$ cat config.mk
export PLATFORM = sky130hd
export DESIGN_NAME = mfp_irq_ctrl
export DESIGN_NICKNAME = d
export VERILOG_FILES = /design/src/rtl/mfp_irq_pkg.sv /design/src/rtl/mfp_prio_enc.sv /design/src/rtl/mfp_irq_ctrl.sv
export SDC_FILE = /design/constraint.sdc
export NUM_CORES = 1
export LEC_CHECK = 0
export CORE_MARGIN = 8
export CORE_UTILIZATION = 60
export CTS_CLUSTER_SIZE = 8
export DETAILED_ROUTE_END_ITERATION = 8
export PLACE_DENSITY = 0.8
export SYNTH_ARGS = -nofsm -noshare
export SYNTH_HDL_FRONTEND = slang
export SYNTH_SLANG_ARGS = --single-unit
$ cat constraint.sdc
create_clock -name clk -period 3.3 [get_ports clk]
set_clock_uncertainty 0.15 [all_clocks]
set_input_delay 0.33 -clock clk [delete_from_list [all_inputs] [get_ports clk]]
set_output_delay 0.33 -clock clk [all_outputs]
set_load 0.1 [all_outputs]
$ cat src/rtl/mfp_irq_pkg.sv
// Shared constants for the MFP-style vectored interrupt controller:
// register indices, VR bit positions and the default spurious vector.
package mfp_irq_pkg;

  localparam logic [2:0] REG_IER  = 3'd0;
  localparam logic [2:0] REG_IPR  = 3'd1;
  localparam logic [2:0] REG_ISR  = 3'd2;
  localparam logic [2:0] REG_IMR  = 3'd3;
  localparam logic [2:0] REG_AER  = 3'd4;
  localparam logic [2:0] REG_LVL  = 3'd5;
  localparam logic [2:0] REG_VR   = 3'd6;
  localparam logic [2:0] REG_STAT = 3'd7;

  localparam int VR_S_BIT = 3;

  localparam logic [7:0] DEF_SPURIOUS_VEC = 8'h18;

  function automatic int idx_width(input int n);
    return $clog2(n);
  endfunction

endpackage

$ cat src/rtl/mfp_prio_enc.sv
// Combinational priority encoder: reports the highest set bit of vec.
// idx is 0 when nothing is set; valid tells the two cases apart.
module mfp_prio_enc #(
  parameter int N = 16,
  parameter int W = $clog2(N)
) (
  input  logic [N-1:0] vec,
  output logic         valid,
  output logic [W-1:0] idx
);

  always_comb begin
    valid = 1'b0;
    idx   = '0;
    for (int i = 0; i < N; i++) begin
      if (vec[i]) begin
        valid = 1'b1;
        idx   = W'(i);
      end
    end
  end

endmodule

$ cat src/rtl/mfp_irq_ctrl.sv
// MFP-style vectored interrupt controller: source conditioning, IER/IPR/ISR/IMR
// state behind a byte-banked CPU port, nested priority irq and iack vectoring.
module mfp_irq_ctrl
  import mfp_irq_pkg::*;
#(
  parameter int         NUM_IRQ      = 16,
  parameter int         IDX_W        = idx_width(NUM_IRQ),
  parameter int         SYNC_STAGES  = 2,
  parameter logic [7:0] SPURIOUS_VEC = DEF_SPURIOUS_VEC
) (
  input  logic               clk,
  input  logic               reset_n,
  input  logic [7:0]         din,
  input  logic               sel,
  input  logic [4:0]         addr,
  input  logic               ds,
  input  logic               rw,
  output logic [7:0]         dout,
  output logic               irq,
  input  logic               iack,
  input  logic [NUM_IRQ-1:0] irq_in
);

  localparam int NB = NUM_IRQ / 8;

  logic [NUM_IRQ-1:0] ier, ipr, isr, imr, aer, lvl;
  logic [7:0]         vr, vec_lat;
  logic [SYNC_STAGES-1:0][NUM_IRQ-1:0] sync_q;
  logic [NUM_IRQ-1:0] s_d;
  logic               iack_d, iack_arm;

  logic [2:0]         reg_sel;
  logic [1:0]         bank;
  logic               wr_en, rd_en, vr_wr;
  logic [NUM_IRQ-1:0] wmask, wdata;

  assign reg_sel = addr[4:2];
  assign bank    = addr[1:0];
  assign wr_en   = sel & ~ds & ~rw;
  assign rd_en   = sel & ~ds & rw;
  assign vr_wr   = wr_en && reg_sel == REG_VR && bank == 2'd0;
  assign wdata   = {NB{din}};

  // Banks beyond the implemented width leave wmask empty, so writes vanish.
  always_comb begin
    wmask = '0;
    for (int b = 0; b < NB; b++) begin
      if (bank == 2'(b)) wmask[8*b +: 8] = 8'hFF;
    end
  end

  function automatic logic [7:0] bank_byte(input logic [NUM_IRQ-1:0] v,
                                           input logic [1:0] b_sel);
    logic [7:0] r;
    r = 8'h00;
    for (int b = 0; b < NB; b++) begin
      if (b_sel == 2'(b)) r = v[8*b +: 8];
    end
    return r;
  endfunction

  function automatic logic [NUM_IRQ-1:0] merge(input logic [NUM_IRQ-1:0] old,
                                               input logic en,
                                               input logic [NUM_IRQ-1:0] m,
                                               input logic [NUM_IRQ-1:0] d);
    return en ? ((old & ~m) | (d & m)) : old;
  endfunction

  logic [NUM_IRQ-1:0] pend;
  logic               p_valid, s_valid;
  logic [IDX_W-1:0]   p_idx, s_idx;

  assign pend = ipr & imr;

  mfp_prio_enc #(.N(NUM_IRQ), .W(IDX_W)) u_pend_enc (
    .vec   (pend),
    .valid (p_valid),
    .idx   (p_idx)
  );

  mfp_prio_enc #(.N(NUM_IRQ), .W(IDX_W)) u_isr_enc (
    .vec   (isr),
    .valid (s_valid),
    .idx   (s_idx)
  );

  logic [NUM_IRQ-1:0] s, src_set, p_onehot, ipr_clr, isr_clr, isr_set;
  logic               iack_rise, irq_next;

  assign s        = sync_q[SYNC_STAGES-1] ^ aer;
  assign src_set  = ier & ((s & ~s_d & ~lvl) | (s & lvl));
  assign p_onehot = p_valid ? (NUM_IRQ'(1) << p_idx) : '0;
  assign irq_next = p_valid && (!s_valid || p_idx > s_idx);

  // iack handshake: one acknowledge per low-to-high transition of iack; the
  // vector latched on that edge is held on dout until iack drops. iack_arm
  // requires iack to be seen low after reset so a held iack is not re-acked.
  assign iack_rise = iack & ~iack_d & iack_arm;

  always_comb begin
    ipr_clr = '0;
    if (wr_en && (reg_sel == REG_IER || reg_sel == REG_IPR)) ipr_clr = wmask & ~wdata;
    if (iack_rise) ipr_clr = ipr_clr | p_onehot;
    isr_clr = '0;
    if (wr_en && reg_sel == REG_ISR) isr_clr = wmask & ~wdata;
    if (vr_wr && !din[VR_S_BIT]) isr_clr = '1;
    isr_set = (iack_rise && vr[VR_S_BIT]) ? p_onehot : '0;
  end

  always_ff @(posedge clk) begin
    if (!reset_n) begin
      ier      <= '0;
      ipr      <= '0;
      isr      <= '0;
      imr      <= '0;
      aer      <= '0;
      lvl      <= '0;
      vr       <= '0;
      sync_q   <= '0;
      s_d      <= '0;
      vec_lat  <= '0;
      iack_d   <= 1'b0;
      iack_arm <= 1'b0;
      irq      <= 1'b0;
    end else begin
      sync_q   <= {sync_q[SYNC_STAGES-2:0], irq_in};
      s_d      <= s;
      iack_d   <= iack;
      iack_arm <= iack_arm | ~iack;
      irq      <= irq_next;
      ier      <= merge(ier, wr_en && reg_sel == REG_IER, wmask, wdata);
      imr      <= merge(imr, wr_en && reg_sel == REG_IMR, wmask, wdata);
      aer      <= merge(aer, wr_en && reg_sel == REG_AER, wmask, wdata);
      lvl      <= merge(lvl, wr_en && reg_sel == REG_LVL, wmask, wdata);
      // Sets win over clears on both pending and in-service bits.
      ipr      <= (ipr & ~ipr_clr) | src_set;
      isr      <= (isr & ~isr_clr) | isr_set;
      if (vr_wr) vr <= din;
      if (iack_rise) vec_lat <= p_valid ? {vr[7:IDX_W], p_idx} : SPURIOUS_VEC;
    end
  end

  logic [7:0] rdata;

  always_comb begin
    rdata = 8'h00;
    case (reg_sel)
      REG_IER:  rdata = bank_byte(ier, bank);
      REG_IPR:  rdata = bank_byte(ipr, bank);
      REG_ISR:  rdata = bank_byte(isr, bank);
      REG_IMR:  rdata = bank_byte(imr, bank);
      REG_AER:  rdata = bank_byte(aer, bank);
      REG_LVL:  rdata = bank_byte(lvl, bank);
      REG_VR:   rdata = (bank == 2'd0) ? vr : 8'h00;
      REG_STAT: rdata = (bank == 2'd0) ? {irq, 2'b00, 5'(p_idx)} : 8'h00;
      default:  rdata = 8'h00;
    endcase
  end

  assign dout = rd_en ? rdata : (iack ? vec_lat : 8'h00);

endmodule

==> flow_summary.toml <==
[logic_synthesis]
synth_top_family_by_area = "simple AND/OR/NAND/NOR gates"
synthMuxAreaShare_pct = 11.5
syn_inst = 879
syn-cell-area_mm2 = 0.00775
yosysWarnings = 0
synth_cell_types = 70
syn-num-nets = 918
synth_simple_gate_area_share_pct = 21.4
ys_seq_area_share_pct = 42.1
synth-xor-area-share_pct = 1.81
synth-edff-count = 0
synthFlopType = "dfxtp_1"
synthAdderAreaFrac_pct = 0.646
synth_seq_cells = 163
ys_async_sr_fraction_pct = 0
synth_area_per_cell_um2 = 8.82
synth_compound_area_share_pct = 18.8

[cts]
insertion_delay_ps = 440
cts-hold-fix-buffers = 0
path_clk_slew_ps = 70
cts_resized = 0
cts-buffers-inserted = 17
clockBufferDepth = 2
cts_tree = "done"
post_cts_buffers = 0
clock-root-buffer = "clkbuf_16"
clock_sinks = 163
cts_max_level = 4

[global_routing]
grt_pass1_vias = 7029
grt_start_max_net_pins = 63
grt_pass1_wl_um = 40900
gr-total-overflow = 0
gr-usage-all-layers_pct = 32.5
antenna_found_initial = 0

[worst_setup_path]
reg2reg_depth = 10
cp_slowest_cell = "or4b_2"
cp_max_fo = 12
path_class = "in -> out"
reg2reg_setup_slack_ps = 570
slowest_delay_ps = 860
cp.arrival_ps = 2690
end_kind = "primary output"
crit_family = "buffers and inverters"
reg2reg_to = "irq"
path_cells = "clkdlybuf4s50_1 -> or4b_2 -> o32ai_1 -> a211o_1 -> a211oi_1 -> o21ai_1 -> buf_12"
required_ps = 2820
cp-start-kind = "input port"
cp_num_buf_inv = 2

[finish]
area_growth_syn_to_layout_pct = 17.7
nets = 959
layout-drive-gt1-share_pct = 11.1
insertedDiodeCount = 0
postLayoutCellArea_mm2 = 0.00912
final_common_cell = "dfxtp_1"
fillers = 968
mostFrequentLayoutCells = "dfxtp_1, nor2_1, mux2i_1, o21ai_0, nand2_1"

[sta]
setup_tns_ps = 0
period_needed_ps = 3170
achievable-frequency_mhz = 315
finalSetupViolations = 0
relSlewSlack_pct = 35.6
worst_slew_pin_slew_ps = 963
setup_ws_ps = 128
post-route-period-util_pct = 96.1
drv_slew = 0
hold_viol = 0
rsz0062_at_grt = "no"

[route]
drc_errors = 0
wl_um = 26600
first_iter_violations = 987
wl_per_cell_um = 24.1
via_per_inst = 6.61
vias = 7300
firstDrtPassIters = 5
postRouteAntennaNets = 0

[status]
status = "finished, final reports clean"

[job]
max_cap_viol_count = 0

[power]
leakage_nw = 3.55
ir_drop_mv = 0.500
p_per_area_mw_per_mm2 = 481

[min_path]
hold_path_end = "vec_lat[0]"
hold_class = "in -> reg"
worstHoldPathCells = 3
hp-start = "reset_n"

[floorplanning]
die-area_mm2 = 0.0168
io_pins = 44
core_area_mm2 = 0.0126
initial_core_util_pct = 61.4
die_y_um = 130
die_w_um = 130
rows = 41

[placed_design]
place_ws_ps = 169
numPortBuffers = 43
placed_cell_area_mm2 = 0.00849
place.gp.congestion = 1.08
hpwl_um = 19300
## tightest hold or removal path, stage by stage
cell	delay [ps]
buf_2	90
inv_2	180
nor2_1	150
## cell type report
class | instances | area, µm² | area share [%]
clock buffer | 17 | 425 | 4.66
clock inverter | 15 | 211 | 2.32
inverter | 14 | 52.6 | 0.576
multi-input combinational | 650 | 4200 | 46.0
sequential | 163 | 3260 | 35.8
tap | 172 | 215 | 2.36
timing repair buffer | 74 | 758 | 8.31
## power breakdown
| part | switching [mW] | internal, mW | total (mW) |
|---|---|---|---|
| sequential | 0.0191 | 2.00 | 2.02 |
| combinational | 0.197 | 0.119 | 0.316 |
| clock | 0.952 | 1.10 | 2.05 |
## Yosys cell counts, types with 4 or more instances
cell / count / area [µm²]
dfxtp_1: 163 / 3260
nor2_1: 92 / 345
mux2i_1: 86 / 861
o21ai_0: 66 / 330
nand2_1: 60 / 225
a21oi_1: 51 / 255
and2_1: 46 / 288
clkbuf_1: 29 / 109
nand2b_1: 25 / 156
nand3_1: 25 / 125
o22ai_1: 22 / 138
o211ai_1: 18 / 135
buf_2: 14 / 70.1
inv_1: 12 / 45.0
nor3_1: 11 / 55.1
and3_1: 10 / 62.6
o21a_1: 10 / 75.1
xnor2_1: 9 / 78.8
a22o_1: 7 / 61.3
a22oi_1: 7 / 52.6
nor2b_1: 7 / 43.8
xor2_1: 7 / 61.3
nand4_1: 6 / 37.5
buf_4: 5 / 37.5
nand3_2: 5 / 50.1
nor4_1: 5 / 31.3
a211o_1: 4 / 35.0
a211oi_1: 4 / 30.0
ha_1: 4 / 50.1
## how the worst max path moves through the flow
stage / start / end / cells past startpoint
2_1_floorplan: addr[4] / dout[7] / 6
3_3_place_gp: addr[1] / dout[0] / 7
3_5_place_dp: addr[1] / dout[2] / 7
4_1_cts: addr[1] / dout[2] / 7
5_1_grt: addr[1] / dout[2] / 7
6_report: addr[1] / dout[2] / 7
## cells by family (layout without fill, tap and decap cells)
group,Yosys count,after routing
AND/OR/NAND/NOR,315,315
adder cells (fa/ha/maj),4,4
buffers and inverters,66,120
flip-flops,163,163
multiplexers,89,89
XOR/XNOR,16,16
AO/OA/AOI/OAI,226,226
## metrics by stage
stage,hold WS [ps],util (%),instances,total power [mW]
finish,205,72.3,1105,4.39
global placement,266,67.3,1073,2.36
global route,221,72.3,1105,4.50
floorplan,262,-,879,2.24
CTS,200,72.3,1105,4.39
detailed placement,267,67.3,1073,2.37
## per-layer routing
metal	GRT usage (%)	share of wire, %	wire length (µm)	vias to the layer above
met4	19.0	4.9	1310	0
met2	51.2	46	12200	466
met3	6.66	9.6	2550	94
met5	0	0	0	-
met1	40.5	40	10600	3491
li1	-	-	-	3249
(Power assumes the default switching activity.)
